File: src/rtl/alu_serial_pkg.sv
// Shared types and helpers for the nibble-serial ALU sequencer.
// Used by alu_nibble_serial (optional zero flag: ALU_SERIAL_ZERO_FLAG_EN).
package alu_serial_pkg;

    localparam int NIBBLE = 4;

    typedef enum logic [1:0] {
        IDLE,
        RUN,
        DONE
    } state_t;

    function automatic int nibble_count(input int width);
        return width / NIBBLE;
    endfunction

endpackage

File: src/rtl/alu_nibble_serial_alu4.sv
// ALU_4bit: combinational 4-bit ALU, active-high data with
// active-low carry in/out (S/M function set of the classic 181 part).
module ALU_4bit (
    input  logic [3:0] A,
    input  logic [3:0] B,
    input  logic [3:0] S,
    input  logic       M,
    input  logic       Cin,
    output logic [3:0] F,
    output logic       Cout
);

    logic [3:0] w_x;
    logic [3:0] w_y;
    logic [4:0] w_sum;

    // Arithmetic is X plus Y plus carry; logic is the carry-free XNOR.
    assign w_x   = A | (B & {4{S[0]}}) | (~B & {4{S[1]}});
    assign w_y   = (A & ~B & {4{S[2]}}) | (A & B & {4{S[3]}});
    assign w_sum = {1'b0, w_x} + {1'b0, w_y} + {4'b0000, ~Cin};
    assign F     = M ? ~(w_x ^ w_y) : w_sum[3:0];
    assign Cout  = ~w_sum[4];

endmodule

File: src/rtl/alu_nibble_serial.sv
// Nibble-serial WIDTH-bit ALU around one ALU_4bit, valid/ready on both sides.
// Define ALU_SERIAL_ZERO_FLAG_EN to add the registered zero output.
module alu_nibble_serial
    import alu_serial_pkg::*;
#(
    parameter int WIDTH = 16
) (
    input  logic             clk,
    input  logic             rst_n,
    input  logic             in_valid,
    output logic             in_ready,
    input  logic [WIDTH-1:0] a,
    input  logic [WIDTH-1:0] b,
    input  logic [3:0]       s,
    input  logic             m,
    input  logic             cin,
    output logic             out_valid,
    input  logic             out_ready,
    output logic [WIDTH-1:0] f,
`ifdef ALU_SERIAL_ZERO_FLAG_EN
    output logic             cout,
    output logic             zero
`else
    output logic             cout
`endif
);

    localparam int N  = nibble_count(WIDTH);
    localparam int CW = $clog2(N);

    state_t            r_state;
    state_t            w_next;
    logic [CW-1:0]     r_cnt;
    logic [WIDTH-1:0]  r_a;
    logic [WIDTH-1:0]  r_b;
    logic [WIDTH-1:0]  r_f;
    logic [3:0]        r_s;
    logic              r_m;
    logic              r_carry;
    logic [NIBBLE-1:0] w_a;
    logic [NIBBLE-1:0] w_b;
    logic [NIBBLE-1:0] w_f;
    logic              w_cout;
    logic              w_last;
    logic              w_accept;
    logic              w_run;

    assign w_accept = in_valid && (r_state == IDLE);
    assign w_run    = (r_state == RUN);
    assign w_last   = (r_cnt == CW'(N - 1));
    assign w_a      = r_a[int'(r_cnt)*NIBBLE +: NIBBLE];
    assign w_b      = r_b[int'(r_cnt)*NIBBLE +: NIBBLE];

    ALU_4bit u_alu (
        .A    (w_a),
        .B    (w_b),
        .S    (r_s),
        .M    (r_m),
        .Cin  (r_carry),
        .F    (w_f),
        .Cout (w_cout)
    );

    always_comb begin
        w_next = r_state;
        unique case (r_state)
            IDLE:    if (in_valid)  w_next = RUN;
            RUN:     if (w_last)    w_next = DONE;
            DONE:    if (out_ready) w_next = IDLE;
            default:                w_next = IDLE;
        endcase
    end

    always_ff @(posedge clk or negedge rst_n) begin
        if (!rst_n) r_state <= IDLE;
        else        r_state <= w_next;
    end

    always_ff @(posedge clk or negedge rst_n) begin
        if (!rst_n) begin
            r_cnt   <= '0;
            r_a     <= '0;
            r_b     <= '0;
            r_s     <= '0;
            r_m     <= 1'b0;
            r_carry <= 1'b0;
            r_f     <= '0;
        end else if (w_accept) begin
            r_cnt   <= '0;
            r_a     <= a;
            r_b     <= b;
            r_s     <= s;
            r_m     <= m;
            r_carry <= cin;
        end else if (w_run) begin
            r_f[int'(r_cnt)*NIBBLE +: NIBBLE] <= w_f;
            r_carry <= w_cout;
            if (!w_last) r_cnt <= r_cnt + 1'b1;
        end
    end

`ifdef ALU_SERIAL_ZERO_FLAG_EN
    logic r_zero;

    always_ff @(posedge clk or negedge rst_n) begin
        if (!rst_n)        r_zero <= 1'b1;
        else if (w_accept) r_zero <= 1'b1;
        else if (w_run)    r_zero <= r_zero & (w_f == '0);
    end

    assign zero = r_zero;
`endif

    assign in_ready  = (r_state == IDLE);
    assign out_valid = (r_state == DONE);
    assign f         = r_f;
    assign cout      = r_carry;

endmodule

File: config.mk
export PLATFORM = sky130hd
export DESIGN_NAME = alu_nibble_serial
export DESIGN_NICKNAME = d
export VERILOG_FILES = /design/src/rtl/alu_serial_pkg.sv /design/src/rtl/alu_nibble_serial_alu4.sv /design/src/rtl/alu_nibble_serial.sv
export SDC_FILE = /design/constraint.sdc
export NUM_CORES = 1
export LEC_CHECK = 0
export ABC_AREA = 1
export CAP_MARGIN = 20
export CORE_MARGIN = 10
export CORE_UTILIZATION = 30
export CTS_BUF_LIST = sky130_fd_sc_hd__clkbuf_16
export DETAILED_ROUTE_END_ITERATION = 16
export SYNTH_ARGS = -nofsm -noshare
export SYNTH_HDL_FRONTEND = slang
export SYNTH_SLANG_ARGS = --single-unit
File: constraint.sdc
create_clock -name clk -period 4.2 [get_ports clk]
set_clock_uncertainty 0.15 [all_clocks]
set_input_delay 0.84 -clock clk [delete_from_list [all_inputs] [get_ports clk]]
set_output_delay 0.84 -clock clk [all_outputs]
set_load 0.03 [all_outputs]
# Word level (Yosys, flattened, before mapping)
# Index checks and enable logic that the tools add are counted.
[word_totals]
regBits = 58
input_bits = 42
word_cells = 55
[classes]
n_shift = 4
reduce_logical = 6
n_bitwise = 15
add_sub_neg = 4
n_mux = 11
n_eq_ne = 7
[ops]
columns = ["operator", "n"]
rows = [
  ["4-bit negation with 33-bit output", 1],
  ["4-bit by 33-bit variable shift with 16-bit output, first input constant", 1],
  ["4-bit by 33-bit indexed part select with 16-bit output", 1],
  ["16-bit by 5-bit indexed part select with 4-bit output", 2],
  ["4-bit AND", 6],
  ["16-bit bitwise mux", 1],
  ["2-bit two-way mux", 6],
  ["4-bit bitwise OR", 3],
  ["4-bit inverter", 2],
  ["2-bit case mux with 3 select lines", 1],
  ["4-bit by 4-bit adder with 5-bit output", 1],
  ["5-bit by 1-bit adder with 5-bit output", 1],
  ["2-bit equality test, second input constant", 2],
  ["4-bit two-way mux", 1],
  ["2-bit by 1-bit inequality test with 1-bit output, second input constant", 2],
  ["2-bit inequality test, second input constant", 2],
  ["2-bit AND reduction", 2],
  ["4-bit XOR", 1],
  ["1-bit inverter", 3],
  ["3-bit AND reduction", 1],
  ["2-bit by 1-bit adder with 2-bit output, second input constant", 1],
  ["2-bit by 1-bit equality test with 1-bit output, second input constant", 1],
  ["2-bit zero test", 1],
  ["1-bit two-way mux", 2],
  ["2 further kinds", 2],
]

# Longest topological paths before layout
[logic_depth]
word_depth = 10
ltp_mapped = 16

# Modules after synthesis
# From an unflattened synthesis, not the netlist that was laid out.
[unflattened]
hier_cells = 391
area_unflattened_um2 = 2960.3
[by_module_without_submodules]
columns = ["module", "seq_area_each_um2", "cells_each", "area_each_um2", "instances"]
rows = [
  ["alu_nibble_serial", 1451.4, 347, 2690.1, 1],
  ["ALU_4bit", 0.0, 44, 270.3, 1],
]

# Least setup slack after synthesis
# OpenSTA, ideal clock, no wires.
[synth_path]
path_kind = "flip-flop to flip-flop"
startpoint = "register r_cnt[0]"
endpoint = "register r_f[9] (netlist: f[9])"
slack_ns = 1.489
period_less_slack_ns = 2.711
t_arrival_ns = 2.440
setup_ns = 0.121
required_ns = 3.929
n_path_buf = 1
stages_incl_launch_ff = 12
cell_sequence = "dfrtp_1 > inv_1 > buf_4 > nand2_1 > nand3_1 > nand2_1 > o211a_1 > fa_1 > fa_1 > o21ai_0 > nor2_1 > a22o_1"
[synth_via]
elab_chain_len = 10
elab_cells_between_ends = 21
cone_classes = "add/sub: 3; shift: 4; mux: 2; bitwise: 12"
[synth_lines]
columns = ["element", "line", "source"]
rows = [
  ["from (decl)", "alu_nibble_serial.sv:33", "logic [CW-1:0] r_cnt;"],
  ["from (signal assigned)", "alu_nibble_serial.sv:98", "if (!w_last) r_cnt <= r_cnt + 1'b1;"],
  ["16-bit by 5-bit indexed part select with 4-bit output", "alu_nibble_serial.sv:52", "assign w_b = r_b[int'(r_cnt)*NIBBLE +: NIBBLE];"],
  ["4-bit inverter", "alu_nibble_serial_alu4.sv:18, alu_nibble_serial_alu4.sv:19", ""],
  ["4-bit AND (2 in series)", "alu_nibble_serial_alu4.sv:19", "assign w_y = (A & ~B & {4{S[2]}}) | (A & B & {4{S[3]}});"],
  ["4-bit bitwise OR", "alu_nibble_serial_alu4.sv:19", ""],
  ["4-bit by 4-bit adder with 5-bit output / 4-bit XOR (equally long branches)", "alu_nibble_serial_alu4.sv:20, alu_nibble_serial_alu4.sv:21", ""],
  ["5-bit by 1-bit adder with 5-bit output / 4-bit inverter (equally long branches)", "alu_nibble_serial_alu4.sv:20, alu_nibble_serial_alu4.sv:21", ""],
  ["4-bit two-way mux", "alu_nibble_serial_alu4.sv:21", "assign F = M ? ~(w_x ^ w_y) : w_sum[3:0];"],
  ["4-bit by 33-bit indexed part select with 16-bit output", "alu_nibble_serial.sv:96", "r_f[int'(r_cnt)*NIBBLE +: NIBBLE] <= w_f;"],
  ["16-bit bitwise mux (*)", "alu_nibble_serial.sv:96", ""],
  ["to (signal, indexed assignment)", "alu_nibble_serial.sv:96", ""],
  ["to (decl)", "alu_nibble_serial.sv:36", "logic [WIDTH-1:0] r_f;"],
]
# Mark *: on every way between the ends. The rest lies on a longest branch, timed or not.
# A chain may end at the register's enable or synchronous reset.

# Final worst setup path
[layout_path]
startpoint = "register r_cnt[1]"
endpoint = "register r_f[9] (netlist: f[9])"
# Same word-level chain as after synthesis.

==> qor.txt <==
status - finished clean
Syn Inst Count - 361
CP max FO - 15
Die W - 119 µm
TritonCTS Buffers - 9
initial core utilization - 30.5%
Syn Nets - 415
CTS Hold Bufs - 0
antenna violations before repair - 0
crit path kind - reg -> reg
largest net degree at the start of global routing - 48
Via density - 4.41
DR WL met3 - 456 µm
LEAKAGE - 0.00193 µW
critical path arrival - 2.97 ns
first-pass GRT wire length - 12.7 mm
fillers - 1,004
post-synth design cell area - 2950 µm²
# setup viols final - 0
worst reg2reg path endpoint - f[9]$_DFFE_PN0P_
Setup Fix Bufs, Post-CTS - 0
type of origin of the critical path - flop
DIE HEIGHT - 119 µm
Seq cells post-synth - 58
ys async rst share - 100%
dpl hpwl - 5.70 mm
DR WL met2 - 3.21 mm
gr usage total - 11.0%
area delta synth->final - 32.6%
post-CTS sizing - 0
Clock Tree Buf Depth - 2
root buf cell - clkbuf_16
Max Fclk - 344 MHz
Critical Path Start - r_cnt[1]$_DFFE_PN0P_
Placed Cells - 545
Cell Pwr Density - 845 nW/µm²
routed len/inst - 13.3 µm
wl on met1 - 3.66 mm
critical path's slowest cell - dfrtp_1
area leader, netlist - dfrtp_1
min Tclk post-route - 2.91 ns
# DRC - 0
GRT Residual Overflow - 0
Max stage delay on crit path - 0.49 ns
FF-to-FF Start - r_cnt[1]$_DFFE_PN0P_
htree depth - 3
register area - 1450 µm²
WL final - 7.45 mm
Ant. Diodes - 0
Post-synth top cells - nand2_1, dfrtp_1, inv_1, o21ai_0, nand3_1
routed vias - 2,472
WP data required - 4.26 ns
internal reg-to-reg setup slack - 1.29 ns
Max IR drop VDD - 0.258 mV
syn avg cell area - 8.17 µm²
unrepaired setup endpoints after global routing - no
uppermost layer routed - met4
Final nets - 477
clk sinks - 58
Worst-path clk slew - 0.05 ns
Final Max Slew Viols - 0
Final period util - 69.2%
CTS tree - built
setup tns final - 0 ns
port bufs - 60
crit end category - flop
Cell Rows - 36
Final Hold Fails - 0
largest cells by area after synthesis - dfrtp_1, nand2_1, ha_1
crit-path cells - inv_2 > nand3_1 > nand2_1 > nand2_1 > o211a_1 > fa_1 > fa_1 > o21ai_0 > nor2_1 > a22o_1
worst slew pin tran - 0.896 ns
most frequent cell after synthesis - nand2_1
Post-synth top flop - dfrtp_1
multi-input logic area - 1280 µm²
Iteration-0 DRC Markers - 149
first drt pass iteration count - 4
Yosys top cell area share - 49.2%
Layout Cells excl Fill - 560
CP endpoint - f[9]$_DFFE_PN0P_
clk_lat worst skew - 0.32 ns
Synth Warn # - 0
Die Area - 14,200 µm²
worst r2r path cells - 10
num ports - 61
sequential area share after synthesis - 49.2%
Unique masters post-synth - 29
Post-synth EDFFs - 0
Placer Congestion - 0.861
class of the worst hold path - reg -> reg
slew margin rel. - 40.3%
Detail Route Antenna Nets - 0
max cap viols - 0
share of cells above drive strength 1 - 6.56%
vias in the first global route - 2,554
core area - 9680 µm²
==> registers in the layout (all words and copies together), names as in the netlist <==
name     count
r_cnt        2
r_b         16
r_state      2
r_s          4
f           16
cout         1
r_m          1
r_a         16
==> cells by family after synthesis <==
kind of cell,synth area share (%)
adder cells (fa/ha/maj),5.60
buffers and inverters,7.25
flip-flops,49.2
AND/OR/NAND/NOR,27.8
AO/OA/AOI/OAI,10.1
==> worst max-delay path: cells and delay by family (launching register included) <==
kind | cells | cell delay [ns]
compound gates | 3 | 0.57
fa+ha+maj | 2 | 0.90
buf+inv | 1 | 0.27
flops | 1 | 0.49
simple gates | 4 | 0.40
==> stage by stage <==
stage                     util, %  hold slack [ns]  total power (µW)  worst slack [ns]  area, µm²
after floorplan                 -            0.294              2190              1.49       2950
after global placement       37.5            0.315              2620              1.38       3640
after detailed placement     37.5            0.316              2650              1.33       3640
after CTS                    40.4            0.328              3340              1.30       3910
after global routing         40.4            0.355              3650              1.01       3910
final                        40.4            0.326              3310              1.29       3910
==> layout make-up <==
| cell class | instances | area share, % |
|---|---|---|
| flip-flops and latches | 58 | 37.1 |
| inverters | 29 | 2.78 |
| repair buffers | 64 | 16.0 |
| well taps | 133 | 4.25 |
| multi-input cells | 261 | 32.8 |
| clock inverters | 6 | 1.28 |
| clock buffers | 9 | 5.76 |
==> metal layers <==
layer	vias up	track usage, %
met5	-	0
met4	0	3.28
met3	9	4.53
met2	62	16.3
met1	1124	14.2
li1	1277	-
==> cell usage in the layout, fill, tap and decap left out, types with 3 or more instances in the layout <==
| cell | instances |
|---|---|
| nor2_2 | 3 |
| clkinv_1 | 3 |
| nand4_1 | 4 |
| nand3_1 | 16 |
| o21ai_1 | 10 |
| dfrtp_1 | 58 |
| a21oi_1 | 7 |
| nand2_2 | 3 |
| inv_1 | 28 |
| clkdlybuf4s50_1 | 59 |
| ha_1 | 10 |
| nand2_1 | 158 |
| nor2_1 | 8 |
| buf_4 | 4 |
| clkbuf_16 | 9 |
| o211a_1 | 3 |
| o211ai_1 | 5 |
| o21ai_0 | 22 |
==> how the worst min path moves through the flow <==
stage | slack (ns) | depth (start not counted) | endpoint | startpoint
floorplan | 0.29 | 2 | r_a[12]$_DFFE_PN0P_ | r_a[12]$_DFFE_PN0P_
global placement | 0.31 | 2 | r_a[15]$_DFFE_PN0P_ | r_a[15]$_DFFE_PN0P_
detailed placement | 0.32 | 2 | r_a[14]$_DFFE_PN0P_ | r_a[14]$_DFFE_PN0P_
CTS | 0.33 | 2 | r_a[14]$_DFFE_PN0P_ | r_a[14]$_DFFE_PN0P_
global route | 0.36 | 2 | f[10]$_DFFE_PN0P_ | f[10]$_DFFE_PN0P_
finish | 0.33 | 2 | r_b[2]$_DFFE_PN0P_ | r_b[2]$_DFFE_PN0P_
==> power by group <==
part           switching (µW)  internal [µW]  total (µW)  leakage [µW]
Clock                     231            444         676      0.000139
Sequential                158            799         957      0.000739
Combinational            1070            602        1670       0.00105
Total                    1460           1850        3310       0.00193
Note: power is estimated with default switching activity, not from simulation.
